File: config.mk
export PLATFORM = sky130hd
export DESIGN_NAME = imem_loader
export DESIGN_NICKNAME = d
export VERILOG_FILES = /design/src/rtl/hack_pkg.sv /design/src/rtl/loader_timeout.sv /design/src/rtl/imem_loader.sv
export SDC_FILE = /design/constraint.sdc
export NUM_CORES = 1
export LEC_CHECK = 0
export CAP_MARGIN = 40
export CORE_ASPECT_RATIO = 2
export CORE_MARGIN = 2
export CORE_UTILIZATION = 50
export DETAILED_ROUTE_END_ITERATION = 10
export PLACE_DENSITY = 0.73
export SYNTH_ARGS = -nofsm -noshare
export SYNTH_HDL_FRONTEND = slang
export SYNTH_SLANG_ARGS = --single-unit
File: constraint.sdc
create_clock -name i_clk -period 3 [get_ports i_clk]
set_input_delay 0.45 -clock i_clk [delete_from_list [all_inputs] [get_ports i_clk]]
set_output_delay 0.45 -clock i_clk [all_outputs]
set_load 0.03 [all_outputs]
File: src/rtl/hack_pkg.sv
// Shared types and constants for the Hack instruction-memory loader.
package hack_pkg;

  localparam int unsigned HACK_ADDR_W = 15;

  typedef enum logic [2:0] {
    StIdle,
    StLenHi,
    StLenLo,
    StDataHi,
    StDataLo,
    StCheck,
    StDone,
    StError
  } loader_state_t;

  localparam logic [1:0] ERR_NONE    = 2'd0;
  localparam logic [1:0] ERR_LEN     = 2'd1;
  localparam logic [1:0] ERR_CSUM    = 2'd2;
  localparam logic [1:0] ERR_TIMEOUT = 2'd3;

  // States in which the loader takes bytes from the receiver (and the idle timer runs).
  function automatic logic state_ready(input loader_state_t s);
    return s inside {StLenHi, StLenLo, StDataHi, StDataLo, StCheck};
  endfunction

endpackage

File: src/rtl/loader_timeout.sv
// Idle-cycle counter: o_expired flags the cycle that completes TIMEOUT idle cycles.
module loader_timeout #(
  parameter int unsigned TIMEOUT = 1000000,
  parameter int unsigned TO_W    = 20
) (
  input  logic i_clk,
  input  logic i_reset,
  input  logic i_clear,
  input  logic i_enable,
  output logic o_expired
);

  localparam logic [TO_W-1:0] LastIdle = TO_W'(TIMEOUT - 1);

  logic [TO_W-1:0] r_count;

  // Count enabled idle cycles; clear takes priority.
  always_ff @(posedge i_clk) begin
    if (!i_reset) begin
      r_count <= '0;
    end else if (i_clear) begin
      r_count <= '0;
    end else if (i_enable) begin
      r_count <= r_count + 1'b1;
    end
  end

  // The edge ending this cycle is the TIMEOUT-th idle edge since the last clear.
  assign o_expired = i_enable && (r_count == LastIdle);

endmodule

File: src/rtl/imem_loader.sv
// Frames a byte stream into 16-bit words, writes them to instruction RAM, verifies the
// trailer XOR and only then releases the CPU from reset.
module imem_loader
  import hack_pkg::*;
#(
  parameter int unsigned ADDR_W  = HACK_ADDR_W,
  parameter int unsigned DEPTH   = 4096,
  parameter int unsigned TIMEOUT = 1000000,
  parameter int unsigned TO_W    = 20
) (
  input  logic              i_clk,
  input  logic              i_reset,
  input  logic              i_start,
  input  logic [7:0]        i_rx_data,
  input  logic              i_rx_valid,
  output logic              o_rx_ready,
  output logic              o_imem_we,
  output logic [ADDR_W-1:0] o_imem_addr,
  output logic [15:0]       o_imem_wdata,
  output logic              o_cpu_reset,
  output logic              o_done,
  output logic [1:0]        o_error,
  output logic [ADDR_W:0]   o_word_count
);

  localparam logic [ADDR_W:0] WcOne = {{ADDR_W{1'b0}}, 1'b1};

  loader_state_t     r_state, w_state_d;
  logic              r_rx_ready;
  logic              r_imem_we, w_imem_we_d;
  logic [ADDR_W-1:0] r_imem_addr, w_imem_addr_d;
  logic [15:0]       r_imem_wdata, w_imem_wdata_d;
  logic              r_cpu_reset, w_cpu_reset_d;
  logic              r_done, w_done_d;
  logic [1:0]        r_error, w_error_d;
  logic [ADDR_W:0]   r_word_count, w_word_count_d;
  logic [7:0]        r_len_hi, w_len_hi_d;
  logic [15:0]       r_len, w_len_d;
  logic [7:0]        r_data_hi, w_data_hi_d;
  logic [7:0]        r_xor, w_xor_d;

  logic              w_accept;
  logic              w_expired;
  logic              w_to_clear;
  logic [15:0]       w_len_rx;
  logic [ADDR_W:0]   w_wc_inc;

  assign w_accept = i_rx_valid && r_rx_ready;
  assign w_len_rx = {r_len_hi, i_rx_data};
  assign w_wc_inc = r_word_count + WcOne;
  // Restart the idle timer on every byte and on each fresh load.
  assign w_to_clear = w_accept || ((w_state_d == StLenHi) && (r_state != StLenHi));

  loader_timeout #(
    .TIMEOUT (TIMEOUT),
    .TO_W    (TO_W)
  ) u_timeout (
    .i_clk     (i_clk),
    .i_reset   (i_reset),
    .i_clear   (w_to_clear),
    .i_enable  (state_ready(r_state)),
    .o_expired (w_expired)
  );

  // Next-state and next-output decode.
  always_comb begin
    w_state_d      = r_state;
    w_imem_we_d    = 1'b0;
    w_imem_addr_d  = r_imem_addr;
    w_imem_wdata_d = r_imem_wdata;
    w_cpu_reset_d  = r_cpu_reset;
    w_done_d       = r_done;
    w_error_d      = r_error;
    w_word_count_d = r_word_count;
    w_len_hi_d     = r_len_hi;
    w_len_d        = r_len;
    w_data_hi_d    = r_data_hi;
    w_xor_d        = r_xor;

    unique case (r_state)
      StIdle, StDone, StError: begin
        if (i_start) begin
          w_state_d      = StLenHi;
          w_error_d      = ERR_NONE;
          w_done_d       = 1'b0;
          w_word_count_d = '0;
          w_xor_d        = '0;
          w_cpu_reset_d  = 1'b1;
        end
      end
      StLenHi: begin
        if (w_accept) begin
          w_len_hi_d = i_rx_data;
          w_state_d  = StLenLo;
        end
      end
      StLenLo: begin
        if (w_accept) begin
          w_len_d = w_len_rx;
          if (32'(w_len_rx) > DEPTH) begin
            w_state_d = StError;
            w_error_d = ERR_LEN;
          end else if (w_len_rx == 16'd0) begin
            w_state_d = StCheck;
          end else begin
            w_state_d = StDataHi;
          end
        end
      end
      StDataHi: begin
        if (w_accept) begin
          w_data_hi_d = i_rx_data;
          w_xor_d     = r_xor ^ i_rx_data;
          w_state_d   = StDataLo;
        end
      end
      StDataLo: begin
        if (w_accept) begin
          w_xor_d        = r_xor ^ i_rx_data;
          w_imem_we_d    = 1'b1;
          w_imem_addr_d  = r_word_count[ADDR_W-1:0];
          w_imem_wdata_d = {r_data_hi, i_rx_data};
          w_word_count_d = w_wc_inc;
          w_state_d      = (32'(w_wc_inc) < 32'(r_len)) ? StDataHi : StCheck;
        end
      end
      StCheck: begin
        if (w_accept) begin
          if (i_rx_data == r_xor) begin
            w_state_d     = StDone;
            w_done_d      = 1'b1;
            w_cpu_reset_d = 1'b0;
          end else begin
            w_state_d = StError;
            w_error_d = ERR_CSUM;
          end
        end
      end
      default: w_state_d = StIdle;
    endcase

    // A byte arriving on the expiry cycle wins over the timeout.
    if (w_expired && !w_accept) begin
      w_state_d = StError;
      w_error_d = ERR_TIMEOUT;
    end
  end

  // State and output registers with synchronous active-low reset.
  always_ff @(posedge i_clk) begin
    if (!i_reset) begin
      r_state      <= StIdle;
      r_rx_ready   <= 1'b0;
      r_imem_we    <= 1'b0;
      r_imem_addr  <= '0;
      r_imem_wdata <= '0;
      r_cpu_reset  <= 1'b1;
      r_done       <= 1'b0;
      r_error      <= ERR_NONE;
      r_word_count <= '0;
      r_len_hi     <= '0;
      r_len        <= '0;
      r_data_hi    <= '0;
      r_xor        <= '0;
    end else begin
      r_state      <= w_state_d;
      r_rx_ready   <= state_ready(w_state_d);
      r_imem_we    <= w_imem_we_d;
      r_imem_addr  <= w_imem_addr_d;
      r_imem_wdata <= w_imem_wdata_d;
      r_cpu_reset  <= w_cpu_reset_d;
      r_done       <= w_done_d;
      r_error      <= w_error_d;
      r_word_count <= w_word_count_d;
      r_len_hi     <= w_len_hi_d;
      r_len        <= w_len_d;
      r_data_hi    <= w_data_hi_d;
      r_xor        <= w_xor_d;
    end
  end

  assign o_rx_ready   = r_rx_ready;
  assign o_imem_we    = r_imem_we;
  assign o_imem_addr  = r_imem_addr;
  assign o_imem_wdata = r_imem_wdata;
  assign o_cpu_reset  = r_cpu_reset;
  assign o_done       = r_done;
  assign o_error      = r_error;
  assign o_word_count = r_word_count;

endmodule

* Word-level counts from Yosys, hierarchy flattened
Index checks and enable logic that the tools add are counted.
** Storage, ports and cells
- Output and inout bits :: 53
- Word-level logic and storage cells :: 105
- Input port bits :: 12
- Register bits :: 116
** Cells by class
- Reductions and logical operators :: 26
- $lt $le $gt $ge :: 2
- Equal/unequal tests :: 25
- Muxes and demuxes :: 34
- Add/sub/neg operators :: 2
- Bitwise logic cells :: 2
** Operator list (count)
- two-way mux 16 bit :: 2
- case mux 16 bit (2 select lines) :: 1
- two-way mux 3 bit :: 10
- adder 20 x 1 -> 20 bit (second input constant) :: 1
- == test 20 bit (second input constant) :: 1
- == test 3 bit (second input constant) :: 6
- case mux 3 bit (6 select lines) :: 1
- adder 16 x 1 -> 16 bit (second input constant) :: 1
- > comparator 16 x 13 -> 1 bit (second input constant) :: 1
- logical NOT 16 bit :: 1
- < comparator 16 bit :: 1
- two-way mux 8 bit :: 2
- case mux 8 bit (2 select lines) :: 1
- == test 3 x 2 -> 1 bit (second input constant) :: 4
- two-way mux 2 bit :: 6
- AND reduction 2 bit :: 5
- nonzero test 5 bit :: 2
- != test 3 x 2 -> 1 bit (second input constant) :: 3
- == test 8 bit :: 1
- two-way mux 1 bit :: 8
- bitwise XOR 8 bit :: 1
- == test 3 x 1 -> 1 bit (second input constant) :: 2
- != test 2 bit (second input constant) :: 3
- != test 3 x 1 -> 1 bit (second input constant) :: 2
- 16 further kinds :: 25

* Longest topological paths before layout
- Word-level depth :: 10
- Mapped depth :: 11

* Cells and area by module
Synthesis repeated with hierarchy kept, for this count alone.
** Unflattened totals
- Cell total of the unflattened synthesis :: 706
- Area, all modules :: 5621.6 sq um
** Modules (own cells, without submodules)
- imem_loader :: cells an instance 591, seq. area each 1921.8 sq um, times used 1, area each 4652.0 sq um
- loader_timeout :: cells an instance 115, seq. area each 400.4 sq um, times used 1, area each 969.7 sq um

* Worst setup path after synthesis
No wires, ideal clock.
- Path kind :: register to register
- From :: register r_word_count[0], in the netlist o_word_count[0]
- To :: register r_state[2]
- Setup slack :: 0.232 ns
- Arrival time :: 2.637 ns
- Buffers on the path :: 0
- Library setup time :: 0.131 ns
- Cell stages (with the launch flop) :: 12
- Cells stage by stage :: dfxtp_1 > ha_1 > and3_1 > and4_1 > nand3_1 > xnor2_1 > ha_1 > a21o_1 > a21o_1 > a211oi_1 > a31o_2 > a31oi_1
** Between the ends
- Word-level cells in the longest chain between the ends :: 6
** Ends and longest elaborated chain
- from (decl) :: RTL line imem_loader.sv:36 : logic [ADDR_W:0] r_word_count, w_word_count_d;
- from (signal assigned) :: RTL line imem_loader.sv:174 : r_word_count <= w_word_count_d;
- adder 16 x 1 -> 16 bit :: RTL line imem_loader.sv:50 : assign w_wc_inc = r_word_count + WcOne;
- < comparator 16 bit :: RTL line imem_loader.sv:124 : w_state_d = (32'(w_wc_inc) < 32'(r_len)) ? StDataHi : StCheck;
- two-way mux 3 bit :: RTL line imem_loader.sv:124
- two-way mux 3 bit :: RTL line imem_loader.sv:118 : if (w_accept) begin
- case mux 3 bit (6 select lines) :: RTL line imem_loader.sv:80 : unique case (r_state)
- two-way mux 3 bit :: RTL line imem_loader.sv:143 : if (w_expired && !w_accept) begin
- to (signal assigned) :: RTL line imem_loader.sv:152 : r_state <= StIdle;
- to (signal assigned) :: RTL line imem_loader.sv:166 : r_state <= w_state_d;
- to (decl) :: RTL line imem_loader.sv:28 : loader_state_t r_state, w_state_d;
No other way between the ends.
A chain may end at the register's enable or synchronous reset.

* Worst setup path after layout
- From :: register r_word_count[1], in the netlist o_word_count[1]
- To :: register r_state[2]
The elaborated chain is that of the path after synthesis.

==> results.cfg <==
[run_status]
run_status = finished, final reports clean

[pwr]
p_leak_nw = 2.42
p_per_area_nw_per_um2 = 556
irDropWorstVdd_uv = 538

[worst_setup_path]
crit_arrival_ns = 3.09
r2r_start = o_word_count[1]
path_max_fanout = 6
cp-end-kind = register
cp-startpoint = o_word_count[1]
path_class = reg2reg
startpoint_type = register
required_ns = 3.29
r2r_cells = 11

[placement]
gp_congestion = 0.869
dpl-instance-area_um2 = 6250
dp_hpwl_um = 9860
placement.io_buffers = 64
place_ws_ns = 0.221

[drt]
wl_per_cell_um = 15.9
routed_wirelength_um = 14100
ant_nets = 0
num_vias = 4947
drt-pass1-iter-count = 5
via_per_inst = 5.57
drtIter0Drc = 292
route.detailed.drc = 0

[grt]
grt_pass1_wl_um = 23200
grt_max_degree = 94
grt_pass1_vias = 5033
grt_util_met2_pct = 47.7
grt_use_met3_pct = 6.26
top_usage_layer = met2
grt_util_all_layers_pct = 25.3
grt_use_met1_pct = 25.3
gr-total-overflow = 0
antenna_found_initial = 0

[synth]
synth.area.top_cells = dfxtp_1, nand2_1, a21oi_1
syn_nets = 698
syn_avg_cell_area_um2 = 8.06
synth_cell_type_count = 47
synthCells = 669
synthesis.area_um2 = 5400
synth_top_area_cell = dfxtp_1
synthFlopType = dfxtp_1
synth_seq_area_share_pct = 43.0
synth_edf_count = 0
async_flop_share_pct = 0
yosysWarnings = 0
synth_seq_cells = 116
yosys.area.top_type_share_pct = 43.0

[clock_network]
clkSinkCount = 116
clkLatencyLatePin_ns = 0.42
cts_tree = yes
clk_pin_slew_ns = 0.05
h-tree-depth = 4
post-cts-setup-buffers = 0
root_buffer = clkbuf_16
cts_buffers = 17
cts_max_path_buffers = 2
hold_buffers = 0

[final_layout]
final_common_cell = nand2_1
final_area_um2 = 6830
multi_input_area_um2 = 2840
final_cell_mix = nand2_1, dfxtp_1, a21oi_1
regArea_um2 = 2320
antenna_cells = 0
syn2layout_area_growth_pct = 26.6
fillers = 899
drive_gt1_share_pct = 8.92
fin_nets = 767

[timing]
drv_slew = 0
finalCriticalPeriod_ns = 2.81
setup_tns_ns = 0
final_hold_viol_count = 0
tightest_slew_ns = 0.685
rsz0062_at_grt = no
relSlewSlack_pct = 53.9
finalCritPeriodShare_pct = 93.5
setup_violations = 0
fin_ws_ns = 0.195
fmax_mhz = 356
fin_skew_ns = 0.00935

[die]
start_util_pct = 51.2
dieArea_um2 = 11700
die_height_um = 151
die_w_um = 77.5
num_rows = 53
ios = 65
coreArea_um2 = 10500

[worst_hold_path]
hold_start = o_imem_addr[14]
hold_path.class = reg2reg
hold_depth = 2

[flow_run]
drv_cap = 0
==> flip-flops by register name (all words and copies together) (netlist names) <==
name / count
r_len: 16
r_state: 3
o_imem_addr: 15
r_xor: 8
o_imem_we: 1
o_error: 2
o_rx_ready: 1
u_timeout.r_count: 20
o_done: 1
o_imem_wdata: 16
r_data_hi: 8
o_cpu_reset: 1
r_len_hi: 8
o_word_count: 16
==> synth_stat cells, types with 2 or more instances <==
library cell	count
a22oi_1	3
nand3_1	17
clkbuf_1	34
nand2_1	118
or4_4	3
o21ai_0	22
and4_1	6
nand4_1	15
nor2b_1	4
a21oi_1	77
xor2_1	16
nand2b_1	4
nor4_1	4
a21boi_0	2
a211oi_1	5
nor2_1	72
and2_1	4
and3_1	8
xnor2_1	24
or3_1	7
nand3b_1	12
o21ai_1	2
a31o_2	2
a31oi_1	2
dfxtp_1	116
buf_1	2
a21o_1	7
ha_1	17
inv_1	21
mux2i_1	18
nor3_1	8
buf_2	2
==> path summary, 6_finish.rpt <==
path | end | slack (ns)
setup / recovery | r_state[2] | 0.19
setup reg to reg | r_state[2] | 0.19
hold / removal | o_imem_addr[14] | 0.45
hold reg to reg | o_imem_addr[14] | 0.45
==> critical path, stage by stage (launching register included) <==
cell and delay (ns):
dfxtp_1 0.41, ha_1 0.25, and3_1 0.28, and4_1 0.31, nand3_1 0.13, xnor2_1 0.18
ha_1 0.20, a21o_1 0.17, a21o_1 0.17, a211oi_1 0.30, a31o_2 0.20, a31oi_1 0.07
==> metal layers <==
metal	wire length, µm	vias up
li1	-	2421
met1	5260	2368
met2	8020	127
met3	449	31
met4	354	0
met5	0	-
==> area by class of cell <==
| class | count | share of cell area (%) |
|---|---|---|
| tap | 137 | 2.51 |
| sequential | 116 | 34.0 |
| inverter | 21 | 1.15 |
| timing repair buffer | 89 | 12.3 |
| clock inverter | 13 | 1.98 |
| multi-input combinational | 493 | 41.6 |
| clock buffer | 19 | 6.48 |
==> cell families after synthesis <==
| kind of cell | count (synthesis) | share of synthesized area, % |
|---|---|---|
| AO/OA/AOI/OAI | 129 | 13.4 |
| XOR/XNOR | 40 | 6.49 |
| adder cells (fa/ha/maj) | 17 | 3.94 |
| buffers and inverters | 60 | 4.36 |
| flip-flops | 116 | 43.0 |
| multiplexers | 18 | 3.34 |
| AND/OR/NAND/NOR | 289 | 25.4 |
==> power breakdown <==
part | switching [mW] | total [mW] | internal, mW
combinational | 0.147 | 0.244 | 0.0970
sequential | 0.0228 | 1.58 | 1.56
clock | 0.739 | 1.98 | 1.24
==> timing repair <==
action,CTS,global route
gates resized for setup,0,1
endpoints found under the hold margin,0,0
setup endpoints to repair,0,2
==> metrics by stage <==
step           std cells  power [mW]  util [%]  hold slack, ns
2_1_floorplan        669        1.77         -           0.431
3_3_place_gp         856        1.85      59.3           0.439
3_5_place_dp         856        1.86      59.3           0.447
4_1_cts              888        3.81      64.8           0.454
5_1_grt              888        3.92      64.8           0.475
6_report             888        3.80      64.8           0.452
Note: power is estimated with default switching activity, not from simulation.
